`config.mk`:
```
export PLATFORM = sky130hd
export DESIGN_NAME = t08_display_bus_writer
export DESIGN_NICKNAME = d
export VERILOG_FILES = /design/src/rtl/t08_display_bus_writer.sv
export SDC_FILE = /design/constraint.sdc
export NUM_CORES = 1
export LEC_CHECK = 0
export BUFFER_PORTS_ARGS = -buffer_cell sky130_fd_sc_hd__buf_2
export CAP_MARGIN = 10
export CORE_MARGIN = 2
export CORE_UTILIZATION = 55
export CTS_CLUSTER_DIAMETER = 40
export CTS_CLUSTER_SIZE = 25
export DETAILED_ROUTE_END_ITERATION = 12
export PLACE_DENSITY = 0.81
export SETUP_SLACK_MARGIN = 0.1
export SYNTH_ARGS = -nofsm -noshare
export SYNTH_HDL_FRONTEND = slang
export SYNTH_SLANG_ARGS = --single-unit
```
`constraint.sdc`:
```
create_clock -name clk -period 2.8 [get_ports clk]
set_clock_uncertainty 0.05 [all_clocks]
set_input_delay 0.42 -clock clk [delete_from_list [all_inputs] [get_ports clk]]
set_output_delay 0.42 -clock clk [all_outputs]
set_load 0.02 [all_outputs]
```
`src/rtl/t08_display_bus_writer.sv`:
```
//==============================================================================
// Module   : t08_display_bus_writer
// Brief    : Buffers command/data bytes in a small FIFO and writes them onto an
//            8080-style parallel display bus with programmable strobe widths.
//            Optional macro T08_DISP_LEVEL_EN adds the fifo_level output.
// Revision : 1.0 - initial release
//==============================================================================
`default_nettype none

module t08_display_bus_writer #(
    parameter int DEPTH          = 4,
    parameter int WR_LOW_CYCLES  = 2,
    parameter int WR_HIGH_CYCLES = 2
) (
    input  logic                      clk,
    input  logic                      rst,
    input  logic                      en,
    input  logic                      wr_valid,
    output logic                      wr_ready,
    input  logic [7:0]                wr_data,
    input  logic                      wr_is_cmd,
    output logic                      busy,
    output logic [7:0]                spi_outputs,
    output logic                      spi_wrx,
    output logic                      spi_rdx,
    output logic                      spi_csx,
    output logic                      spi_dcx
`ifdef T08_DISP_LEVEL_EN
    ,
    output logic [$clog2(DEPTH):0]    fifo_level
`endif
);

    localparam int PTR_W   = $clog2(DEPTH);
    localparam int CNT_MAX = (WR_LOW_CYCLES > WR_HIGH_CYCLES) ? WR_LOW_CYCLES : WR_HIGH_CYCLES;
    localparam int CNT_W   = (CNT_MAX > 1) ? $clog2(CNT_MAX) : 1;

    localparam logic [CNT_W-1:0] c_low_last  = CNT_W'(WR_LOW_CYCLES - 1);
    localparam logic [CNT_W-1:0] c_high_last = CNT_W'(WR_HIGH_CYCLES - 1);
    localparam logic [PTR_W:0]   c_depth     = (PTR_W + 1)'(DEPTH);

    typedef enum logic [1:0] {
        ST_IDLE    = 2'd0,
        ST_SETUP   = 2'd1,
        ST_WR_LOW  = 2'd2,
        ST_WR_HIGH = 2'd3
    } state_t;

    // FIFO storage: bit 8 = is_cmd, bits 7:0 = byte
    logic [8:0]       r_mem [DEPTH];
    logic [PTR_W-1:0] r_wr_ptr;
    logic [PTR_W-1:0] r_rd_ptr;
    logic [PTR_W:0]   r_count;
    logic             w_full;
    logic             w_empty;
    logic             w_push;
    logic             w_pop;
    logic [8:0]       w_head;

    state_t           r_state;
    state_t           w_state_nxt;
    logic [CNT_W-1:0] r_cnt;
    logic [CNT_W-1:0] w_cnt_nxt;
    logic             w_csx_nxt;
    logic             w_wrx_nxt;

    assign w_full   = (r_count == c_depth);
    assign w_empty  = (r_count == '0);
    // Full blocks pushes even if a pop frees a slot this cycle: no bypass path.
    assign wr_ready = !w_full;
    assign w_push   = wr_valid && !w_full;
    assign w_head   = r_mem[r_rd_ptr];
    assign busy     = (r_state != ST_IDLE) || !w_empty;
    // Write-only bus: read strobe never asserts.
    assign spi_rdx  = 1'b1;

`ifdef T08_DISP_LEVEL_EN
    assign fifo_level = r_count;
`endif

    // FIFO payload write; contents need no reset since pointers gate visibility
    always_ff @(posedge clk) begin
        if (w_push) begin
            r_mem[r_wr_ptr] <= {wr_is_cmd, wr_data};
        end
    end

    // FIFO pointers and occupancy
    always_ff @(posedge clk or posedge rst) begin
        if (rst) begin
            r_wr_ptr <= '0;
            r_rd_ptr <= '0;
            r_count  <= '0;
        end else begin
            if (w_push) r_wr_ptr <= r_wr_ptr + 1'b1;
            if (w_pop)  r_rd_ptr <= r_rd_ptr + 1'b1;
            case ({w_push, w_pop})
                2'b10:   r_count <= r_count + 1'b1;
                2'b01:   r_count <= r_count - 1'b1;
                default: r_count <= r_count;
            endcase
        end
    end

    // Strobe sequencer: next state, cycle counter, strobe levels and pop request
    always_comb begin
        w_state_nxt = r_state;
        w_cnt_nxt   = r_cnt + 1'b1;
        w_csx_nxt   = spi_csx;
        w_wrx_nxt   = spi_wrx;
        w_pop       = 1'b0;
        case (r_state)
            ST_IDLE: begin
                w_csx_nxt = 1'b1;
                w_wrx_nxt = 1'b1;
                w_cnt_nxt = '0;
                if (en && !w_empty) begin
                    w_pop       = 1'b1;
                    w_csx_nxt   = 1'b0;
                    w_state_nxt = ST_SETUP;
                end
            end
            ST_SETUP: begin
                w_wrx_nxt   = 1'b0;
                w_cnt_nxt   = '0;
                w_state_nxt = ST_WR_LOW;
            end
            ST_WR_LOW: begin
                if (r_cnt == c_low_last) begin
                    w_wrx_nxt   = 1'b1;
                    w_cnt_nxt   = '0;
                    w_state_nxt = ST_WR_HIGH;
                end
            end
            ST_WR_HIGH: begin
                if (r_cnt == c_high_last) begin
                    w_cnt_nxt = '0;
                    // Burst continues with csx held low while words remain.
                    if (en && !w_empty) begin
                        w_pop       = 1'b1;
                        w_state_nxt = ST_SETUP;
                    end else begin
                        w_csx_nxt   = 1'b1;
                        w_state_nxt = ST_IDLE;
                    end
                end
            end
            default: begin
                w_csx_nxt   = 1'b1;
                w_wrx_nxt   = 1'b1;
                w_cnt_nxt   = '0;
                w_state_nxt = ST_IDLE;
            end
        endcase
    end

    // Registered state and bus outputs; data/dcx only change when a word is popped
    always_ff @(posedge clk or posedge rst) begin
        if (rst) begin
            r_state     <= ST_IDLE;
            r_cnt       <= '0;
            spi_csx     <= 1'b1;
            spi_wrx     <= 1'b1;
            spi_dcx     <= 1'b1;
            spi_outputs <= 8'h00;
        end else begin
            r_state <= w_state_nxt;
            r_cnt   <= w_cnt_nxt;
            spi_csx <= w_csx_nxt;
            spi_wrx <= w_wrx_nxt;
            if (w_pop) begin
                spi_outputs <= w_head[7:0];
                spi_dcx     <= !w_head[8];
            end
        end
    end

endmodule

`default_nettype wire

```
==> results by group <==
Synth
  • Area contributors post-synth: edfxtp_1 (45%), dfrtp_1 (19%), mux4_2 (8.4%)
  • XOR/XNOR share of the synthesized area: 2.17%
  • Distinct cells, synth: 30
  • Async set-reset flop share out of synthesis: between 30% and 40%
  • Avg Cell Area, Syn: 17.2 um2
  • Mapped Area: approximately 2400 um2
  • Synth Instances: 141
  • Most numerous cell in the Yosys netlist: edfxtp_1
  • Syn nets: approximately 170
  • Ys Warns: 0
  • Synth top cells by count: edfxtp_1 (36), dfrtp_1 (18), inv_1 (11)
  • Register area share after synthesis: around two thirds
  • Largest family of logic cells by synthesized area: multiplexers
  • Post-Synth Simple-Gate Area: under 10%
  • Adder-cell share of the synthesized area: 6.00%
  • Yosys reg bits: 57
  • Area leader, netlist: edfxtp_1
  • Mux cell area share after synthesis: between 10 and 15%
  • Complex-gate fraction of the synthesized area: approximately 3.2%
  • Top-area cell type share of the netlist area: between 40 and 50%
  • Predominant post-synthesis flop cell: edfxtp_1
  • Number of synthesized flops with an enable pin: 36

Critical path
  • WS Path Type: reg -> reg
  • CP max FO: 6
  • Crit end category: flop
  • Critical path data required time: roughly 3 ns
  • Kind of start point of the critical path: flop
  • Arrival time worst endpoint: ~2.6 ns

Timing
  • Minimum clock period: ~2.4 ns
  • RSZ-0062 raised after global routing: no
  • Setup Viol. Count Final: 0
  • Final Slew Violations: 0
  • Maximum clock rate: between 400 and 500 MHz
  • Final worst setup slack: between 0.4 and 0.5 ns
  • Final worst path period share: 84.2%
  • Tightest Pin Transition: roughly 0.86 ns
  • Final Hold Viols: 0
  • Setup TNS: 0 ns
  • Max-slew headroom: a little over two fifths

Drt
  • ANT nets after route: 0
  • DR DRC count: 0
  • Vias/cell: between 5 and 6
  • Routed len/inst: approximately 18 um
  • Vias: 1273
  • Starting DRC count in detailed routing: a little under 80
  • Drt pass-1 iters: 5
  • DRT Wirelength: roughly 4.2 mm

Die
  • Chip height: roughly 70 um
  • Die width: approximately 70 um
  • FP Rows: 24
  • Core area: 4290 um2
  • Die area: roughly 4900 um2
  • I/O pins: 27
  • Starting Density: between 50% and 60%

Cells and area
  • Multi-input logic area: between 700 and 800 um2
  • N_diodes: 0
  • Syn-to-layout area delta: 17.3%
  • Fin util: 66.1%
  • Reg area: about 1600 um2
  • Share of layout cells above drive strength 1: 36.3%
  • Fillers: ~300
  • Nets: ~200

Clock network
  • Clk slew on worst S/H paths: approximately 0.070 ns
  • Sinks on Clock Net: between 50 and 60
  • Max Buffers Root-to-Sink: 2
  • CTS root buf: clkbuf_8
  • Hold Buf Count CTS: 0
  • H-tree levels: 3
  • Cts bufs inserted: 9
  • Post_cts resized: 0
  • CTS tree: yes
  • Clk_lat worst skew: ~0.33 ns
  • Post-CTS Setup Bufs: 0

Placement
  • Dpl ws: ~0.49 ns
  • Dpl hpwl: about 2.8 mm
  • GPL Wtd Cong: about 0.72
  • IO buf count: 25

Pwr
  • PD cells: roughly 1200 nW/um2
  • P_leak: 1.17 nW
  • Peak supply drop: between 0.6 and 0.7 mV

Global routing
  • Total GRT Usage: 19.4%
  • First-pass GRT wire length: between 6 and 7 mm
  • Total gr overflow: 0
  • Largest net degree at the start of global routing: 22
  • Initial antenna violation count: 0
  • Vias in the first global route: between 1000 and 1500

Worst hold path
  • Hold crit path type: in -> async

Job
  • Total of max-cap violations: 0

Status
  • Status: finished, final reports clean
## worst paths after layout
kind | slack (ns) | from | endpoint | cells past startpoint
setup / recovery | 0.44 | r_state[0] | r_count[2] | 9
hold / removal | 0.21 | rst | spi_outputs[1] | 2
setup reg to reg | 0.44 | r_state[0] | r_count[2] | 9
hold reg to reg | 0.45 | spi_outputs[4] | spi_outputs[4] | 1
min in group clk | 0.26 | wr_data[6] | r_mem[3][6] | 1
max in group asynchronous | 1.95 | rst | spi_outputs[3] | 2
## cell families after synthesis
logic type	Yosys count
AO/OA/AOI/OAI	10
XOR/XNOR	6
adder cells (fa/ha/maj)	11
buffers and inverters	15
flip-flops	57
multiplexers	20
other	1
AND/OR/NAND/NOR	21
## placed cells by master (no fill, tap or decap), drive strengths merged, types with 3 or more instances in the layout
cell type and count:
xor2 3, nor2 5, ha 10, xnor2 3
mux4 9, edfxtp 36, mux2 10, buf 26
bufinv 3, dfstp 3, dfrtp 18, inv 11
a21oi 5, clkbuf 12, and3 4, nand2 7
## through the flow
stage	std cells	total power, mW	hold WS [ns]	instance area, um2
detailed placement	215	2.51	0.444	2580
global route	231	3.65	0.241	2840
floorplan	141	2.22	0.344	2420
finish	231	3.46	0.205	2840
CTS	231	3.49	0.227	2840
global placement	215	2.41	0.435	2580
## sequential cells by signal, summed over array words and instances, names as in the netlist
name and cells:
r_cnt 1, r_count 3, r_mem 36, r_rd_ptr 2
r_state 2, r_wr_ptr 2, spi_csx 1, spi_dcx 1
spi_outputs 8, spi_wrx 1
## power by group
part	switching, mW	leakage (nW)	total (mW)	internal (mW)
Sequential	0.221	0.575	1.41	1.19
Clock	0.313	0.127	0.955	0.642
Combinational	0.564	0.466	1.09	0.527
Total	1.10	1.17	3.46	2.36
## final cells by class
cell class | count | area share [%]
Sequential cell | 57 | 56.7
Multi-Input combinational cell | 69 | 25.9
Clock buffer | 12 | 5.47
Timing Repair Buffer | 26 | 4.67
Clock inverter | 4 | 3.48
Tap cell | 52 | 2.29
Inverter | 11 | 1.46
## layer usage
| layer | vias to the layer above | global-route usage, % | routed length [um] |
|---|---|---|---|
| li1 | 577 | - | - |
| met1 | 655 | 23.3 | 1690 |
| met2 | 37 | 31.9 | 2250 |
| met3 | 4 | 6.49 | 187 |
| met4 | 0 | 8.33 | 35 |
| met5 | - | 0 | 0 |
## worst max-delay path, cell delays in order, from the launching register on
cell,delay (ns)
dfrtp_1,0.45
inv_1,0.13
ha_1,0.36
nor3_4,0.22
ha_1,0.21
inv_1,0.06
fa_1,0.39
xor2_1,0.16
nor2_1,0.11
xor2_1,0.15
(Power assumes the default switching activity.)
